## src/rtl/bilinear_seq_ctrl.sv

```systemverilog
// Bilinear rescaling sequencer: walks the output image in raster order, fetches four input
// neighbours per pixel and writes the blend. Define BILSEQ_ROUND_EN to round half-up.
module bilinear_seq_ctrl #(
  parameter int unsigned AW = 12
) (
  input  logic          clk_sys,
  input  logic          rst_sys_n,
  input  logic          start,
  input  logic [15:0]   cfg_in_w,
  input  logic [15:0]   cfg_in_h,
  input  logic [15:0]   cfg_scale_q88,
  output logic [AW-1:0] in_mem_raddr,
  input  logic [7:0]    in_mem_rdata,
  output logic [AW-1:0] out_mem_waddr,
  output logic [7:0]    out_mem_wdata,
  output logic          out_mem_we,
  output logic          busy,
  output logic          done,
  output logic          cfg_err,
  output logic [15:0]   out_w,
  output logic [15:0]   out_h
);

  typedef enum logic [2:0] {IDLE, CHECK, DIV, FETCH, INTERP, WRITE, FIN, ERR} state_e;

`ifdef BILSEQ_ROUND_EN
  localparam logic [25:0] RND = 26'd32768;
`else
  localparam logic [25:0] RND = 26'd0;
`endif
  localparam logic [32:0] AREA_MAX = 33'd1 << AW;

  state_e        state_q;
  logic          start_d_q, busy_q, done_q, err_q, we_q, last_q;
  logic [AW-1:0] raddr_q, waddr_q, oidx_q;
  logic [7:0]    wdata_q, p00_q, p01_q, p10_q, p11_q;
  logic [15:0]   inw_q, inh_q, scale_q, ow_q, oh_q, ox_q, oy_q;
  logic [31:0]   sx_q, sy_q;
  logic [15:0]   rem_q;
  logic [16:0]   dvd_q, quo_q;
  logic [4:0]    dcnt_q;
  logic [2:0]    fcnt_q;

  logic [31:0]   ow_full, oh_full, in_area, out_area;
  logic          cfg_bad;
  logic [16:0]   div_sh, div_sub;
  logic          div_ge;
  logic [15:0]   rem_d;
  logic [23:0]   x0_raw, y0_raw;
  logic [15:0]   inw_m1, inh_m1, x0, x1, y0, y1;
  logic [31:0]   row0, row1;
  logic [AW-1:0] a00, a01, a10, a11;
  logic [8:0]    wfx, wfy;
  logic [16:0]   top, bot;
  logic [25:0]   acc;
  logic [9:0]    pix_raw;
  logic [7:0]    pix;
  logic [31:0]   sx_inc, sy_inc;

  always_comb begin
    ow_full  = ({16'd0, inw_q} * {16'd0, scale_q}) >> 8;
    oh_full  = ({16'd0, inh_q} * {16'd0, scale_q}) >> 8;
    in_area  = {16'd0, inw_q} * {16'd0, inh_q};
    out_area = {16'd0, ow_full[15:0]} * {16'd0, oh_full[15:0]};
    cfg_bad  = (inw_q == 16'd0) || (inh_q == 16'd0) ||
               (ow_full == 32'd0) || (oh_full == 32'd0) ||
               (ow_full > 32'd65535) || (oh_full > 32'd65535) ||
               ({1'b0, in_area} > AREA_MAX) || ({1'b0, out_area} > AREA_MAX);

    // One restoring step of 65536 / scale per DIV cycle; the dividend bits shift out MSB first.
    div_sh  = {rem_q, dvd_q[16]};
    div_ge  = div_sh >= {1'b0, scale_q};
    div_sub = div_sh - {1'b0, scale_q};
    rem_d   = 16'(div_ge ? div_sub : div_sh);

    inw_m1 = inw_q - 16'd1;
    inh_m1 = inh_q - 16'd1;
    x0_raw = sx_q[31:8];
    y0_raw = sy_q[31:8];
    if (x0_raw >= {8'd0, inw_m1}) begin
      x0 = inw_m1;
      x1 = inw_m1;
    end else begin
      x0 = x0_raw[15:0];
      x1 = x0_raw[15:0] + 16'd1;
    end
    if (y0_raw >= {8'd0, inh_m1}) begin
      y0 = inh_m1;
      y1 = inh_m1;
    end else begin
      y0 = y0_raw[15:0];
      y1 = y0_raw[15:0] + 16'd1;
    end
    row0 = {16'd0, y0} * {16'd0, inw_q};
    row1 = {16'd0, y1} * {16'd0, inw_q};
    a00  = AW'(row0 + {16'd0, x0});
    a01  = AW'(row0 + {16'd0, x1});
    a10  = AW'(row1 + {16'd0, x0});
    a11  = AW'(row1 + {16'd0, x1});

    wfx     = 9'd256 - {1'b0, sx_q[7:0]};
    wfy     = 9'd256 - {1'b0, sy_q[7:0]};
    top     = 17'(p00_q) * 17'(wfx) + 17'(p01_q) * 17'(sx_q[7:0]);
    bot     = 17'(p10_q) * 17'(wfx) + 17'(p11_q) * 17'(sx_q[7:0]);
    acc     = 26'(top) * 26'(wfy) + 26'(bot) * 26'(sy_q[7:0]) + RND;
    pix_raw = 10'(acc >> 16);
    pix     = (pix_raw > 10'd255) ? 8'hFF : pix_raw[7:0];

    sx_inc = sx_q + {15'd0, quo_q};
    sy_inc = sy_q + {15'd0, quo_q};
  end

  always_ff @(posedge clk_sys or negedge rst_sys_n) begin
    if (!rst_sys_n) begin
      state_q   <= IDLE;
      start_d_q <= 1'b0;
      busy_q    <= 1'b0;
      done_q    <= 1'b0;
      err_q     <= 1'b0;
      we_q      <= 1'b0;
      last_q    <= 1'b0;
      raddr_q   <= '0;
      waddr_q   <= '0;
      oidx_q    <= '0;
      wdata_q   <= '0;
      p00_q     <= '0;
      p01_q     <= '0;
      p10_q     <= '0;
      p11_q     <= '0;
      inw_q     <= '0;
      inh_q     <= '0;
      scale_q   <= '0;
      ow_q      <= '0;
      oh_q      <= '0;
      ox_q      <= '0;
      oy_q      <= '0;
      sx_q      <= '0;
      sy_q      <= '0;
      rem_q     <= '0;
      dvd_q     <= '0;
      quo_q     <= '0;
      dcnt_q    <= '0;
      fcnt_q    <= '0;
    end else begin
      start_d_q <= start;
      we_q      <= 1'b0;
      unique case (state_q)
        IDLE: begin
          if (start && !start_d_q) begin
            inw_q   <= cfg_in_w;
            inh_q   <= cfg_in_h;
            scale_q <= cfg_scale_q88;
            done_q  <= 1'b0;
            err_q   <= 1'b0;
            busy_q  <= 1'b1;
            state_q <= CHECK;
          end
        end
        CHECK: begin
          ow_q    <= ow_full[15:0];
          oh_q    <= oh_full[15:0];
          ox_q    <= '0;
          oy_q    <= '0;
          sx_q    <= '0;
          sy_q    <= '0;
          oidx_q  <= '0;
          last_q  <= 1'b0;
          rem_q   <= '0;
          dvd_q   <= 17'h10000;
          quo_q   <= '0;
          dcnt_q  <= '0;
          state_q <= cfg_bad ? ERR : DIV;
        end
        DIV: begin
          rem_q  <= rem_d;
          quo_q  <= {quo_q[15:0], div_ge};
          dvd_q  <= dvd_q << 1;
          dcnt_q <= dcnt_q + 5'd1;
          if (dcnt_q == 5'd16) begin
            raddr_q <= a00;
            fcnt_q  <= '0;
            state_q <= FETCH;
          end
        end
        FETCH: begin
          // Address k is on the bus during cycle k; its data lands one cycle later.
          fcnt_q <= fcnt_q + 3'd1;
          case (fcnt_q)
            3'd0: raddr_q <= a01;
            3'd1: begin p00_q <= in_mem_rdata; raddr_q <= a10; end
            3'd2: begin p01_q <= in_mem_rdata; raddr_q <= a11; end
            3'd3: p10_q <= in_mem_rdata;
            default: begin
              p11_q   <= in_mem_rdata;
              fcnt_q  <= '0;
              state_q <= INTERP;
            end
          endcase
        end
        INTERP: begin
          wdata_q <= pix;
          waddr_q <= oidx_q;
          we_q    <= 1'b1;
          oidx_q  <= oidx_q + AW'(1);
          // Accumulators advance here so WRITE can already present the next pixel's first address.
          if (ox_q == ow_q - 16'd1) begin
            ox_q   <= '0;
            sx_q   <= '0;
            oy_q   <= oy_q + 16'd1;
            sy_q   <= sy_inc;
            last_q <= (oy_q == oh_q - 16'd1);
          end else begin
            ox_q   <= ox_q + 16'd1;
            sx_q   <= sx_inc;
            last_q <= 1'b0;
          end
          state_q <= WRITE;
        end
        WRITE: begin
          if (last_q) begin
            state_q <= FIN;
          end else begin
            raddr_q <= a00;
            fcnt_q  <= '0;
            state_q <= FETCH;
          end
        end
        FIN: begin
          busy_q  <= 1'b0;
          done_q  <= 1'b1;
          state_q <= IDLE;
        end
        ERR: begin
          busy_q  <= 1'b0;
          done_q  <= 1'b1;
          err_q   <= 1'b1;
          state_q <= IDLE;
        end
        default: state_q <= IDLE;
      endcase
    end
  end

  assign in_mem_raddr  = raddr_q;
  assign out_mem_waddr = waddr_q;
  assign out_mem_wdata = wdata_q;
  assign out_mem_we    = we_q;
  assign busy          = busy_q;
  assign done          = done_q;
  assign cfg_err       = err_q;
  assign out_w         = ow_q;
  assign out_h         = oh_q;

endmodule

```

## config.mk

```make
export PLATFORM = sky130hd
export DESIGN_NAME = bilinear_seq_ctrl
export DESIGN_NICKNAME = d
export VERILOG_FILES = /design/src/rtl/bilinear_seq_ctrl.sv
export SDC_FILE = /design/constraint.sdc
export NUM_CORES = 2
export LEC_CHECK = 0
export BUFFER_PORTS_ARGS = -buffer_cell sky130_fd_sc_hd__buf_4
export CORE_MARGIN = 2
export CORE_UTILIZATION = 35
export CTS_CLUSTER_SIZE = 10
export DETAILED_ROUTE_END_ITERATION = 12
export SLEW_MARGIN = 15
export SYNTH_ARGS = -nofsm -noshare
export SYNTH_HDL_FRONTEND = slang
export SYNTH_SLANG_ARGS = --single-unit
```

## constraint.sdc

```tcl
create_clock -name clk_sys -period 24 [get_ports clk_sys]
set_input_delay 1.2 -clock clk_sys [delete_from_list [all_inputs] [get_ports clk_sys]]
set_output_delay 1.2 -clock clk_sys [all_outputs]
set_load 0.02 [all_outputs]
```

# Word-level counts from Yosys, hierarchy flattened

Cells that the tools add are included.

Register bits: 319
Input bits: 59
Output and inout bits: 68
Word-level logic and storage cells: 166

Add/subtract/negate cells: 23
$mul: 12
Order comparisons: 8
Equality and inequality tests: 19
Mux-type cells: 41
Bitwise gates (word level): 1
Reductions and logical operators: 33

Operator list:

| cell                                                            | count |
|---|---|
| multiplier 16 x 16 -> 32 bit                                    | 4 |
| case mux 32 bit (2 select lines)                                | 2 |
| case mux 16 bit (2 select lines)                                | 3 |
| 2-to-1 mux 16 bit                                               | 5 |
| case mux 12 bit (3 select lines)                                | 2 |
| case mux 17 bit (2 select lines)                                | 2 |
| adder 32 x 17 -> 32 bit                                         | 2 |
| greater-than comparator 32 x 13 -> 1 bit, second input constant | 2 |
| zero test 32 bit                                                | 2 |
| 2-to-1 mux 32 bit                                               | 2 |
| subtractor 16 x 1 -> 16 bit, second input constant              | 4 |
| adder 12 bit                                                    | 4 |
| adder 16 x 1 -> 16 bit, second input constant                   | 3 |
| >= comparator 24 x 16 -> 1 bit                                  | 2 |
| greater-than comparator 24 x 16 -> 1 bit, second input constant | 2 |
| 2-to-1 mux 12 bit                                               | 4 |
| adder 17 x 16 -> 17 bit                                         | 2 |
| multiplier 8 x 9 -> 17 bit                                      | 2 |
| == test 16 bit                                                  | 2 |
| zero test 16 bit                                                | 2 |
| multiplier 16 x 16 -> 12 bit                                    | 2 |
| multiplier 8 x 8 -> 16 bit                                      | 2 |
| adder 26 x 25 -> 26 bit                                         | 1 |
| multiplier 17 x 9 -> 26 bit                                     | 1 |
| 34 further kinds                                                | 78 |

# Depth between registers and ports, before layout

Depth after elaboration: 10
Gate-level depth with buffers: 51
Mapped depth without buffers: 48

# Worst setup path before layout

Ideal clock, no wire load.

Path type: register to register
Start point: reg inw_q[3]
End point: reg state_q[2]
Library setup time: 0.137 ns
Arrival time: 12.240 ns
Data required time: 23.863 ns
Path slack: 11.623 ns
Stages on the path, launching flop included: 49
Path buffers: 5
Period minus slack after synthesis: 12.377 ns
Cell sequence: dfrtp_1 clkbuf_1 inv_1 clkbuf_1 buf_1 nor2_1 fa_1 inv_1 fa_1 inv_1 fa_1 fa_1 inv_1 fa_1 fa_1 inv_1 ha_1 clkbuf_1 (+13 left out) fa_1 inv_1 fa_1 inv_1 ha_1 clkbuf_1 nand2_1 or3_1 o22ai_1 and4_1 o31a_1 o2111a_1 o2111ai_1 nor4_1 nand4_1 or4b_1 nor4_1 o21ai_1

Word-level cells in the longest chain between the ends: 10
Elaborated cells between the ends (all ways): 17
Classes of those cells: mul (3); order compare (3); mux (2); reduce/logical (9)

RTL lines:

| item                                                                                 | RTL line | RTL |
|---|---|---|
| start: declaration                                                                   | 37       | `logic [15:0] inw_q, inh_q, scale_q, ow_q, oh_q, ox_q, oy_q;` |
| start signal: assignment                                                             | 150      | `inw_q <= cfg_in_w;` |
| parallel branches: the longest is 7 deep, another holds multiplier 16 x 16 -> 32 bit | n/a      |  |
| logical OR 1 bit (*)                                                                 | 68       | `({1'b0, in_area} > AREA_MAX) \|\| ({1'b0, out_area} > AREA_MAX);` |
| 2-to-1 mux 3 bit (*)                                                                 | 172      | `state_q <= cfg_bad ? ERR : DIV;` |
| case mux 3 bit (7 select lines) (*)                                                  | 147      | `unique case (state_q)` |
| end signal: assignment                                                               | 172      |  |
| end: declaration                                                                     | 33       | `state_e state_q;` |

Mark *: on every way between the ends.
A chain may end at the register's enable or synchronous reset.

# Worst setup path in the final report

Start point: reg scale_q[3]
End point: reg state_q[2]

Word-level cells in the longest chain between the ends: 10
Elaborated cells between the ends (all ways): 16
Classes of those cells: mul (3); order compare (3); mux (2); reduce/logical (8)

RTL lines:

| item                                                                                 | RTL line | RTL |
|---|---|---|
| start: declaration                                                                   | 37       |  |
| start signal: assignment                                                             | 152      | `scale_q <= cfg_scale_q88;` |
| parallel branches: the longest is 7 deep, another holds multiplier 16 x 16 -> 32 bit | n/a      |  |
| logical OR 1 bit (*)                                                                 | 68       |  |
| 2-to-1 mux 3 bit (*)                                                                 | 172      |  |
| case mux 3 bit (7 select lines) (*)                                                  | 147      |  |

Marks and branches as above.

==> results_dict.tcl <==
set metrics [dict create \
    stdcell_area_um2 81500 \
    core_area_um2 215000 \
    crit_buf_inv 9 \
    status "completed" \
    critical_path.max_fanout 29 \
    slowest_delay_ns 1.15 \
    post_cts_buffers 0 \
    synthFlopType "dfrtp_1" \
    synth_area_leader_cell "fa_1" \
    synth_edf_count 0 \
    slew_headroom 0.189 \
    final_common_cell "inv_1" \
    ys_seq_elements 303 \
    antenna_found_initial 9 \
    setup_tns_ns 0 \
    netlist_instances 8713 \
    hp-class "reg -> reg" \
    ys_top_cells_by_area "fa_1, ha_1, dfrtp_1, inv_1, nand2_1" \
    final_nets 10821 \
    max-cap-violations 0 \
    path_common_cell "fa_1" \
    fp-row-count 170 \
    antenna_left 0 \
    synth-async-reset-ratio 1.00 \
    path_class "reg -> reg" \
    worstSetupEndpointType "flop" \
    wl_mm 218 \
    worstHoldStart "out_mem_waddr[8]" \
    io_pins 127 \
    worstReg2RegStart "scale_q[3]" \
    clock_latency_ns 0.67 \
    slew_violations 0 \
    drc 0 \
    required_ns 24.50 \
    rsz0062_at_grt "false" \
    synth_nets 10883 \
    gp_congestion 0.938 \
    synth-seq-area-share 0.100 \
    fmax_ghz 0.0670 \
    ys_types 102 \
    wl_per_cell_um 18.9 \
    design.die.area_um2 220000 \
    fillers 21561 \
    setup_viol_count_final 0 \
    cts_buffers 46 \
    clk_pin_slew_ns 0.06 \
    wl_met1_mm 91.7 \
    vias_per_cell 5.12 \
    worstMarginPinSlew_ns 1.22 \
    vias 59041 \
    dieHeight_um 469 \
    grt_pass1_wl_mm 348 \
    die_w_um 469 \
    critPathTopFamily "adder cells" \
    start_util 0.352 \
    min_period_over_period 0.622 \
    gr-total-overflow 0 \
    period_needed_ns 14.93 \
    dp_cells 11441 \
    cts_resized 0 \
    grt_pass1_vias 61505 \
    crit_slowest_cell "dfrtp_1" \
    syn_to_final_growth_pct 7.81 \
    wl_met3_mm 12.7 \
    ys_warn_count 0 \
    cts_hold_buffers 0 \
    grtUsageTotal 0.201 \
    met2WireLength_mm 105 \
    crit_start "scale_q[3]" \
    cts_root_buffer "clkbuf_16" \
    multi_input_area_um2 60300 \
    portBuffers 126 \
    syn_area_per_cell_um2 8.67 \
    critPathLaunchType "flop" \
    skew_ns 0.0538 \
    drtIter0Drc 3718 \
    syn_area_um2 75600 \
    cts_tree "done" \
    seqCellArea_um2 7590 \
    drive_gt1_frac 0.0601 \
    instances_no_fill 11523 \
    numClockSinks 303 \
    clockBufferDepth 3 \
    drt_first_pass_iters 5 \
    dp_hpwl_mm 173 \
    layout_common_cells "inv_1, fa_1, nand2_1" \
    h-tree-depth 2 \
    worst_ep_arrival_time_ns 15.43 \
    highest_layer "met5" \
    grt_max_degree 147 \
    synth_top_cell_area_share 0.345 \
    final-hold-violation-count 0 \
    placed_area_um2 79900 \
]
-- area by class of cell --
class                      count  area share
antenna                        3   0.0000922
timing repair buffer         276      0.0257
inverter                    1709      0.0787
sequential                   303      0.0931
clock buffer                  58      0.0158
tap                         2838      0.0436
clock inverter                21     0.00336
multi-input combinational   6315       0.740
-- synthesized netlist by cell type (34+ instances only) --
| cell type | n |
|---|---|
| nand4_1 | 34 |
| o21ai_0 | 242 |
| mux2_2 | 93 |
| xor2_1 | 124 |
| a31oi_1 | 50 |
| inv_1 | 1705 |
| xnor2_1 | 238 |
| nand3_1 | 106 |
| dfrtp_1 | 303 |
| nor2b_1 | 36 |
| and3_1 | 72 |
| o21bai_1 | 35 |
| and2_1 | 701 |
| buf_1 | 38 |
| nor3_1 | 96 |
| a21o_1 | 63 |
| nand2_1 | 1233 |
| a21oi_1 | 204 |
| nor2_1 | 389 |
| ha_1 | 810 |
| clkbuf_1 | 338 |
| fa_1 | 1301 |
| o21a_1 | 35 |
-- flip-flops by register name, summed over array words and instances (netlist names), 3 cells and up --
name,count
fcnt_q,3
p01_q,8
out_mem_wdata,8
inh_q,16
sy_q,32
inw_q,16
oidx_q,12
scale_q,16
out_h,16
state_q,3
out_w,16
in_mem_raddr,12
out_mem_waddr,12
p10_q,8
p11_q,8
sx_q,32
oy_q,16
quo_q,17
dcnt_q,5
p00_q,8
ox_q,16
rem_q,16
-- cell families after synthesis --
group / Yosys count / synth area share
simple gates: 2817 / 0.178
buf+inv: 2095 / 0.104
mux: 124 / 0.0180
fa+ha+maj: 2111 / 0.479
compound gates: 894 / 0.0764
flops: 303 / 0.100
xor+xnor: 369 / 0.0441
-- metal layers --
metal,vias to the layer above,GRT usage
met5,-,0
met4,8,0.0689
met3,338,0.0282
met2,1683,0.338
met1,30226,0.264
li1,26786,-
-- metrics by stage --
step	hold slack (ns)	worst slack, ns	util
5_1_grt	0.515	8.46	0.380
3_5_place_dp	0.467	9.27	0.372
2_1_floorplan	0.440	11.62	-
4_1_cts	0.481	9.20	0.379
3_3_place_gp	0.463	9.45	0.372
6_report	0.477	9.07	0.380
-- path summary, 6_finish.rpt --
path | end | slack (ns) | depth (start not counted)
worst max-delay path | state_q[2] | 9.07 | 44
worst min-delay path | out_mem_waddr[8] | 0.48 | 2
worst max register to register | state_q[2] | 9.07 | 44
worst min register to register | out_mem_waddr[8] | 0.48 | 2
max in group asynchronous | inw_q[5] | 21.72 | 2
min in group asynchronous | p00_q[2] | 0.55 | 1
-- worst register-to-register path, delay by kind of cell, from the launching register on --
| family | cells | cell delay (ns) |
|---|---|---|
| AO/OA/AOI/OAI | 14 | 3.64 |
| XOR/XNOR | 1 | 0.78 |
| adder cells (fa/ha/maj) | 14 | 6.44 |
| buffers and inverters | 9 | 0.87 |
| flip-flops | 1 | 1.15 |
| AND/OR/NAND/NOR | 6 | 1.92 |
Power is not shown: default switching activity piles up to over one toggle a cycle in this logic, so the estimate is an artifact.
